--- config.mk ---
export PLATFORM = sky130hd
export DESIGN_NAME = capture_ctrl_flat
export DESIGN_NICKNAME = d
export VERILOG_FILES = /design/src/rtl/capture_pkg.sv /design/src/rtl/capture_ctrl_if.sv /design/src/rtl/trig_detect.sv /design/src/rtl/capture_ctrl.sv /design/src/flat_wrapper.sv
export SDC_FILE = /design/constraint.sdc
export NUM_CORES = 1
export LEC_CHECK = 0
export CAP_MARGIN = 20
export CORE_UTILIZATION = 55
export CTS_BUF_LIST = sky130_fd_sc_hd__clkbuf_4 sky130_fd_sc_hd__clkbuf_8
export CTS_CLUSTER_DIAMETER = 50
export CTS_CLUSTER_SIZE = 10
export DETAILED_ROUTE_END_ITERATION = 12
export HOLD_SLACK_MARGIN = 0.03
export PLACE_DENSITY = 0.81
export SYNTH_ARGS = -nofsm -noshare
export SYNTH_HDL_FRONTEND = slang
export SYNTH_SLANG_ARGS = --single-unit
--- constraint.sdc ---
create_clock -name clk_i -period 3.05 [get_ports clk_i]
set_input_delay 0.61 -clock clk_i [delete_from_list [all_inputs] [get_ports clk_i]]
set_output_delay 0.61 -clock clk_i [all_outputs]
set_load 0.02 [all_outputs]
--- src/rtl/capture_pkg.sv ---
// rtl/capture_pkg.sv - shared state encoding and edge-select constants for the capture sequencer
package capture_pkg;

    typedef enum logic [2:0] {
        IDLE  = 3'd0,
        PRE   = 3'd1,
        ARMED = 3'd2,
        POST  = 3'd3,
        DONE  = 3'd4
    } state_t;

    localparam logic EDGE_FALL = 1'b0;
    localparam logic EDGE_RISE = 1'b1;

endpackage

--- src/rtl/capture_ctrl_if.sv ---
// rtl/capture_ctrl_if.sv - FIFO-side port bundle between the capture sequencer and the sample FIFO
interface capture_ctrl_if #(
    parameter int DATA_SIZE = 12
) ();

    logic                 fifo_w_inc_o;
    logic [DATA_SIZE-1:0] fifo_w_data_o;
    logic                 fifo_r_inc_o;
    logic                 fifo_empty_i;

    modport master (
        output fifo_w_inc_o,
        output fifo_w_data_o,
        output fifo_r_inc_o,
        input  fifo_empty_i
    );

    modport slave (
        input  fifo_w_inc_o,
        input  fifo_w_data_o,
        input  fifo_r_inc_o,
        output fifo_empty_i
    );

endinterface

--- src/rtl/trig_detect.sv ---
// rtl/trig_detect.sv - level/edge trigger detector holding the previous accepted sample
module trig_detect
    import capture_pkg::*;
#(
    parameter int DATA_SIZE = 12
) (
    input  logic                 clk_i,
    input  logic                 rst_i,
    input  logic                 clear_i,
    input  logic                 update_i,
    input  logic [DATA_SIZE-1:0] sample_i,
    input  logic [DATA_SIZE-1:0] level_i,
    input  logic                 rising_i,
    output logic                 trig_o
);

    logic [DATA_SIZE-1:0] prev_q, prev_d;
    logic                 prev_valid_q, prev_valid_d;
    logic                 hit_rise, hit_fall;

    // Next-state for the previous-sample history; idle forgets it so a fresh capture never edges against stale data
    always_comb begin
        prev_d       = prev_q;
        prev_valid_d = prev_valid_q;
        if (clear_i) begin
            prev_valid_d = 1'b0;
        end else if (update_i) begin
            prev_d       = sample_i;
            prev_valid_d = 1'b1;
        end
    end

    // Strict inequality on the previous side keeps a sample held at the level from re-firing
    always_comb begin
        hit_rise = (prev_q < level_i) && (sample_i >= level_i);
        hit_fall = (prev_q > level_i) && (sample_i <= level_i);
        trig_o   = update_i && prev_valid_q && ((rising_i == EDGE_RISE) ? hit_rise : hit_fall);
    end

    // History registers
    always_ff @(posedge clk_i) begin
        if (rst_i) begin
            prev_q       <= '0;
            prev_valid_q <= 1'b0;
        end else begin
            prev_q       <= prev_d;
            prev_valid_q <= prev_valid_d;
        end
    end

endmodule

--- src/rtl/capture_ctrl.sv ---
// rtl/capture_ctrl.sv - oscilloscope capture sequencer (optional auto-trigger: CAPTURE_AUTO_TRIG_EN)
module capture_ctrl
    import capture_pkg::*;
#(
    parameter int DATA_SIZE    = 12,
    parameter int ADDR_SIZE    = 8,
    parameter int TIMEOUT_SIZE = 16
) (
    input  logic                    clk_i,
    input  logic                    rst_i,
    input  logic                    arm_i,
    input  logic                    abort_i,
    input  logic [DATA_SIZE-1:0]    sample_i,
    input  logic                    sample_valid_i,
    input  logic [DATA_SIZE-1:0]    trig_level_i,
    input  logic                    trig_rising_i,
    input  logic [ADDR_SIZE-1:0]    pre_len_i,
    input  logic [ADDR_SIZE-1:0]    post_len_i,
    input  logic                    rd_req_i,
`ifdef CAPTURE_AUTO_TRIG_EN
    input  logic [TIMEOUT_SIZE-1:0] auto_timeout_i,
`endif
    capture_ctrl_if.master          fifo,
    output logic                    busy_o,
    output logic                    done_o,
    output logic                    triggered_o,
    output logic                    trig_forced_o
);

    localparam int CW = ADDR_SIZE + 1;
    localparam logic [ADDR_SIZE-1:0] MAX_LEN = '1;

    state_t               state_q, state_d;
    logic [CW-1:0]        cnt_q, cnt_d;
    logic [ADDR_SIZE-1:0] pre_q, pre_d;
    logic [ADDR_SIZE-1:0] post_q, post_d;
    logic [ADDR_SIZE-1:0] post_cnt_q, post_cnt_d;
    logic                 w_inc_q, w_inc_d;
    logic [DATA_SIZE-1:0] w_data_q, w_data_d;
    logic                 drop_q, drop_d;
    logic                 triggered_q, triggered_d;

    logic                 in_capture, in_idle, take, trig_hit, force_trig, rd_fire;
    logic [CW-1:0]        cnt_inc, len_sum;
    logic [ADDR_SIZE-1:0] post_next, post_clamped;

    assign in_idle    = (state_q == IDLE);
    assign in_capture = (state_q == PRE) || (state_q == ARMED) || (state_q == POST);
    assign take       = sample_valid_i && in_capture && !abort_i;
    assign cnt_inc    = cnt_q + CW'(1);
    assign post_next  = post_cnt_q + ADDR_SIZE'(1);
    assign rd_fire    = (state_q == DONE) && rd_req_i && !fifo.fifo_empty_i && (cnt_q != '0);

    // Total window must leave one slot free, so post shrinks to fit behind pre
    assign len_sum      = {1'b0, pre_len_i} + {1'b0, post_len_i};
    assign post_clamped = (len_sum > {1'b0, MAX_LEN}) ? (MAX_LEN - pre_len_i) : post_len_i;

    trig_detect #(
        .DATA_SIZE(DATA_SIZE)
    ) u_trig_detect (
        .clk_i    (clk_i),
        .rst_i    (rst_i),
        .clear_i  (in_idle),
        .update_i (take),
        .sample_i (sample_i),
        .level_i  (trig_level_i),
        .rising_i (trig_rising_i),
        .trig_o   (trig_hit)
    );

`ifdef CAPTURE_AUTO_TRIG_EN
    logic [TIMEOUT_SIZE-1:0] to_cnt_q, to_cnt_d;
    logic                    forced_q, forced_d;

    assign force_trig = take && (state_q == ARMED) && (auto_timeout_i != '0) &&
                        (to_cnt_q >= auto_timeout_i);
`else
    assign force_trig = 1'b0;
`endif

    // Sequencer: window fill, sliding window, post count, host drain
    always_comb begin
        state_d     = state_q;
        cnt_d       = cnt_q;
        pre_d       = pre_q;
        post_d      = post_q;
        post_cnt_d  = post_cnt_q;
        w_inc_d     = 1'b0;
        w_data_d    = w_data_q;
        drop_d      = 1'b0;
        triggered_d = triggered_q;
`ifdef CAPTURE_AUTO_TRIG_EN
        to_cnt_d    = to_cnt_q;
        forced_d    = forced_q;
`endif
        case (state_q)
            IDLE: begin
                if (arm_i && !abort_i) begin
                    pre_d       = pre_len_i;
                    post_d      = post_clamped;
                    post_cnt_d  = '0;
                    triggered_d = 1'b0;
`ifdef CAPTURE_AUTO_TRIG_EN
                    to_cnt_d    = '0;
                    forced_d    = 1'b0;
`endif
                    state_d     = (pre_len_i == '0) ? ARMED : PRE;
                end
            end
            PRE: begin
                if (take) begin
                    w_inc_d  = 1'b1;
                    w_data_d = sample_i;
                    cnt_d    = cnt_inc;
                    if (cnt_inc == {1'b0, pre_q}) begin
                        state_d = ARMED;
                    end
                end
            end
            ARMED: begin
                if (take) begin
                    if (trig_hit || force_trig) begin
                        w_inc_d     = 1'b1;
                        w_data_d    = sample_i;
                        cnt_d       = cnt_inc;
                        triggered_d = 1'b1;
`ifdef CAPTURE_AUTO_TRIG_EN
                        if (!trig_hit) begin
                            forced_d = 1'b1;
                        end
`endif
                        post_cnt_d  = ADDR_SIZE'(1);
                        state_d     = (post_q <= ADDR_SIZE'(1)) ? DONE : POST;
                    end else begin
`ifdef CAPTURE_AUTO_TRIG_EN
                        if (to_cnt_q != '1) begin
                            to_cnt_d = to_cnt_q + TIMEOUT_SIZE'(1);
                        end
`endif
                        // An empty pre-window keeps nothing, so untriggered samples are not stored
                        if (pre_q != '0) begin
                            w_inc_d  = 1'b1;
                            w_data_d = sample_i;
                            if (cnt_q == {1'b0, pre_q}) begin
                                drop_d = 1'b1;
                            end else begin
                                cnt_d = cnt_inc;
                            end
                        end
                    end
                end
            end
            POST: begin
                if (take) begin
                    w_inc_d    = 1'b1;
                    w_data_d   = sample_i;
                    cnt_d      = cnt_inc;
                    post_cnt_d = post_next;
                    if (post_next == post_q) begin
                        state_d = DONE;
                    end
                end
            end
            DONE: begin
                if (rd_fire) begin
                    cnt_d = cnt_q - CW'(1);
                end
                if (cnt_q == '0) begin
                    state_d = IDLE;
                end
            end
            default: begin
                state_d = IDLE;
            end
        endcase
        // Abort wins over everything; the controller forgets its occupancy and the host drains the FIFO
        if (abort_i) begin
            state_d = IDLE;
            cnt_d   = '0;
        end
    end

    // State and datapath registers
    always_ff @(posedge clk_i) begin
        if (rst_i) begin
            state_q     <= IDLE;
            cnt_q       <= '0;
            pre_q       <= '0;
            post_q      <= '0;
            post_cnt_q  <= '0;
            w_inc_q     <= 1'b0;
            w_data_q    <= '0;
            drop_q      <= 1'b0;
            triggered_q <= 1'b0;
`ifdef CAPTURE_AUTO_TRIG_EN
            to_cnt_q    <= '0;
            forced_q    <= 1'b0;
`endif
        end else begin
            state_q     <= state_d;
            cnt_q       <= cnt_d;
            pre_q       <= pre_d;
            post_q      <= post_d;
            post_cnt_q  <= post_cnt_d;
            w_inc_q     <= w_inc_d;
            w_data_q    <= w_data_d;
            drop_q      <= drop_d;
            triggered_q <= triggered_d;
`ifdef CAPTURE_AUTO_TRIG_EN
            to_cnt_q    <= to_cnt_d;
            forced_q    <= forced_d;
`endif
        end
    end

    assign fifo.fifo_w_inc_o  = w_inc_q;
    assign fifo.fifo_w_data_o = w_data_q;
    assign fifo.fifo_r_inc_o  = drop_q | rd_fire;
    assign busy_o             = !in_idle;
    assign done_o             = (state_q == DONE);
    assign triggered_o        = triggered_q;
`ifdef CAPTURE_AUTO_TRIG_EN
    assign trig_forced_o      = forced_q;
`else
    assign trig_forced_o      = 1'b0;
`endif

endmodule

--- src/flat_wrapper.sv ---
// flat-port wrapper written by rule: the top's interface ports become plain ports
module capture_ctrl_flat import capture_pkg::*;
#(
    parameter int DATA_SIZE    = 12,
    parameter int ADDR_SIZE    = 8,
    parameter int TIMEOUT_SIZE = 16
)
  (clk_i, rst_i, arm_i, abort_i, sample_i, sample_valid_i, trig_level_i, trig_rising_i, pre_len_i, post_len_i, rd_req_i, busy_o, done_o, triggered_o, trig_forced_o, fifo_fifo_w_inc_o, fifo_fifo_w_data_o, fifo_fifo_r_inc_o, fifo_fifo_empty_i);
  capture_ctrl_if #(.DATA_SIZE(DATA_SIZE)) fifo_i ();
  input  logic clk_i;
  input  logic rst_i;
  input  logic arm_i;
  input  logic abort_i;
  input  logic [DATA_SIZE-1:0] sample_i;
  input  logic sample_valid_i;
  input  logic [DATA_SIZE-1:0] trig_level_i;
  input  logic trig_rising_i;
  input  logic [ADDR_SIZE-1:0] pre_len_i;
  input  logic [ADDR_SIZE-1:0] post_len_i;
  input  logic rd_req_i;
  output logic busy_o;
  output logic done_o;
  output logic triggered_o;
  output logic trig_forced_o;
  output wire logic [$bits(fifo_i.fifo_w_inc_o)-1:0] fifo_fifo_w_inc_o;
  output wire logic [$bits(fifo_i.fifo_w_data_o)-1:0] fifo_fifo_w_data_o;
  output wire logic [$bits(fifo_i.fifo_r_inc_o)-1:0] fifo_fifo_r_inc_o;
  input wire logic [$bits(fifo_i.fifo_empty_i)-1:0] fifo_fifo_empty_i;
  assign fifo_fifo_w_inc_o = fifo_i.fifo_w_inc_o;
  assign fifo_fifo_w_data_o = fifo_i.fifo_w_data_o;
  assign fifo_fifo_r_inc_o = fifo_i.fifo_r_inc_o;
  assign fifo_i.fifo_empty_i = fifo_fifo_empty_i;
  capture_ctrl #(.DATA_SIZE(DATA_SIZE), .ADDR_SIZE(ADDR_SIZE), .TIMEOUT_SIZE(TIMEOUT_SIZE)) u_core (.clk_i(clk_i), .rst_i(rst_i), .arm_i(arm_i), .abort_i(abort_i), .sample_i(sample_i), .sample_valid_i(sample_valid_i), .trig_level_i(trig_level_i), .trig_rising_i(trig_rising_i), .pre_len_i(pre_len_i), .post_len_i(post_len_i), .rd_req_i(rd_req_i), .fifo(fifo_i), .busy_o(busy_o), .done_o(done_o), .triggered_o(triggered_o), .trig_forced_o(trig_forced_o));
endmodule
==> impl_results.md <==
- Via count: between 4000 and 5000
- Total power: 2.219 mW
- Grt peak-use layer: met2
- Synth warn: 0
- Unrepaired setup endpoints after global routing: true
- Final worst slack: 67.96 ps
- Layout cells sized above 1: 0.1181
- Synthesized flop and latch total: 64
- MaxCap Viol Count: 0
- Post-synth EDFFs: 0
- Design area: 5746 um2
- Hold buffers post-CTS: 0
- Crit Path Max Fanout: 8
- FMAX: between 300 and 400 MHz
- Final min period: 2982 ps
- Final worst-path cycle share: 0.9777
- # placed instances: 753
- Post-layout nets: 748
- Startpoint types: primary input
- Dpl ws: -439.5 ps
- Total track usage: 0.2833
- Avg WL per Cell: 15.56 um
- Final Core Density: 0.7321
- Met3 Usage GRT: 0.05447
- PortBufs: 64
- Total congestion overflow: 0
- Routed Antenna Nets: 0
- Synth Flop Type: dfxtp_1
- Post-Syn Area: ~4600 um2
- Clock skew: 14.69 ps
- Global-route wire length before repair: roughly 19000 um
- Final setup fails: 0
- CTS Buffer Depth: 2
- Dpl hpwl: 8840 um
- Hold Path Class: reg2reg
- Post-synth ARST share: 0
- Die extent in y: 92.98 um
- Layout Cells excl Fill: 771
- Slew HR: 0.5387
- Distinct cells, synth: 62
- Initial DRC Count: 222
- Site Rows: 32
- Num CTS Buffers: 9
- IR drop worst, VDD: 0.0003243 V
- Status: finished, final reports clean
- Slew Viols, Final: 0
- Synthesis-to-layout area growth: 26.22%
- Final hold violation count: 0
- Io pins: 66
- Initial antenna violation count: 0
- Critical path arrival: 3250 ps
- Seq/Total Area, Yosys: 0.2815
- Synthesized Nets: roughly 670
- Pwr per Cell Area: 386.3 nW/um2
- Largest net degree at the start of global routing: 67
- CP Class: in2reg
- Via density: roughly 5.8
- Measured slew at the worst slew-check pin: 689.4 ps
- Post-route DRC: 0
- H-tree depth: 3
- Standby leakage power: 2.268 nW
- Drt pass-1 iters: 5
- Crit. End Element: register
- CTS tree: built
- Required @ worst endpoint: 3320 ps
- Core area: just under 8000 um2
- Antenna Cells: 0
- Later-pin clock latency in the skew report: 360 ps
- Synth Instances: between 500 and 600
- Initial core utilization: 0.5800
- Reg clk slew, reported paths: 80 ps
- Die area: a little under 9000 um2
- Root buffer cell: clkbuf_8
- Number of clock sinks: 64
- GPL Wtd Cong: 0.9174
- Met2 usage: 0.4982
- Syn_area_per_cell: 7.781 um2
- Total wire length: 12000 um
- Vias in the first global route: 4198
- Met1 global-route usage: 0.3448
- Chip Width: 92.98 um
- Placed cell area: 5434 um2
placed cells by master, fill, tap and decap left out, types with 3 or more instances in the layout:
master	netlist	layout
o21ai_0	16	15
a21oi_2	5	6
and2_1	4	4
nand4_1	10	10
xnor2_1	11	11
clkbuf_8	0	10
nor3_1	16	16
o211ai_1	7	7
ha_1	35	35
nor4_1	9	8
clkdlybuf4s50_1	0	63
and3_1	3	3
nand2_1	82	82
nand3_1	15	15
buf_4	3	37
nand2b_1	29	29
nor3b_1	4	4
dfxtp_1	64	64
or4_1	4	3
mux2i_1	29	29
a211oi_1	15	15
o21a_1	7	7
inv_1	35	35
nor2_1	28	28
a21o_1	4	4
a21oi_1	50	49
or3_1	7	7
nor2b_1	8	8
bufinv_16	0	3
xor2_1	10	10
a31oi_1	7	7
metal layers:
metal	routed length [um]	part of all wire
met1	5134	0.43
met4	229	0.019
met2	5966	0.50
met3	669	0.056
met5	0	0
layout make-up:
cell class,instances,area [um2]
Multi-Input combinational cell,450,3015
Tap cell,102,127.6
Sequential cell,64,1281
Fill cell,639,2102
Inverter,37,138.9
Timing Repair Buffer,102,933.4
Clock buffer,11,145.1
Clock inverter,5,103.9
state kept, by name, summed over array words and instances (netlist names):
signal and count:
u_core.state_q 3, u_core.u_trig_detect.prev_valid_q 1, u_core.drop_q 1, u_core.fifo.fifo_w_data_o 12, u_core.cnt_q 9, u_core.fifo.fifo_w_inc_o 1
u_core.post_cnt_q 8, u_core.triggered_o 1, u_core.post_q 8, u_core.pre_q 8, u_core.u_trig_detect.prev_q 12
timing repair:
action | in CTS | in global routing
gates resized for setup | 2 | 6
pin swaps | 1 | 3
buffers inserted | 2 | 0
setup endpoints to repair | 16 | 10
hold endpoints to repair | 0 | 0
power by group:
group	switching, mW	internal (mW)
combinational	0.209	0.203
sequential	0.0244	0.858
clock	0.351	0.575
total	0.584	1.64
logic make-up after synthesis:
logic type | after synthesis | share of synthesized area
multiplexers | 31 | 0.06927
AO/OA/AOI/OAI | 134 | 0.1946
AND/OR/NAND/NOR | 227 | 0.2490
adder cells (fa/ha/maj) | 36 | 0.1006
other | 1 | 0.0008238
flip-flops | 64 | 0.2815
XOR/XNOR | 21 | 0.04041
buffers and inverters | 71 | 0.06377
cell usage after synthesis (3+ instances only):
library cell / instances / area (um2)
nand2_1: 82 / 307.8
dfxtp_1: 64 / 1281
a21oi_1: 50 / 250.2
ha_1: 35 / 437.9
inv_1: 35 / 131.4
clkbuf_1: 29 / 108.9
mux2i_1: 29 / 290.3
nand2b_1: 29 / 181.4
nor2_1: 28 / 105.1
nor3_1: 16 / 80.08
o21ai_0: 16 / 80.08
a211oi_1: 15 / 112.6
nand3_1: 15 / 75.07
xnor2_1: 11 / 96.34
nand4_1: 10 / 62.56
xor2_1: 10 / 87.58
nor4_1: 9 / 56.30
nor2b_1: 8 / 50.05
a31oi_1: 7 / 43.79
o211ai_1: 7 / 52.55
o21a_1: 7 / 52.55
or3_1: 7 / 43.79
a21oi_2: 5 / 43.79
a21o_1: 4 / 30.03
and2_1: 4 / 25.02
nor3b_1: 4 / 30.03
or4_1: 4 / 30.03
and3_1: 3 / 18.77
buf_4: 3 / 22.52
through the flow:
| step | setup TNS (ps) | hold slack, ps |
|---|---|---|
| after floorplan | 0 | 436.3 |
| after global placement | -8380 | 446.4 |
| after detailed placement | -10490 | 455.2 |
| after CTS | 0 | 466.3 |
| after global routing | -18.48 | 483.8 |
| final | 0 | 464.7 |
path summary, 6_finish.rpt:
check | to | from | cells past startpoint | slack [ps]
worst max-delay path | u_core.fifo.fifo_w_data_o[9]$_SDFFE_PP0P_ | trig_level_i[11] | 11 | 70
worst min-delay path | u_core.u_trig_detect.prev_q[10]$_SDFFE_PP0P_ | u_core.u_trig_detect.prev_q[10]$_SDFFE_PP0P_ | 2 | 460
worst min register to register | u_core.u_trig_detect.prev_q[10]$_SDFFE_PP0P_ | u_core.u_trig_detect.prev_q[10]$_SDFFE_PP0P_ | 2 | 460
worst max register to register | u_core.state_q[1]$_SDFFE_PP0P_ | u_core.post_cnt_q[0]$_SDFFE_PP0P_ | 9 | 280
critical path, cell delays in order:
cell,delay [ps]
clkdlybuf4s50_1,480
inv_1,80
ha_1,330
nand4_1,130
nor3_1,70
or4b_1,480
a211oi_2,280
mux2i_2,180
a21oi_4,220
buf_12,150
mux2i_1,220
Note: power is estimated with default switching activity, not from simulation.
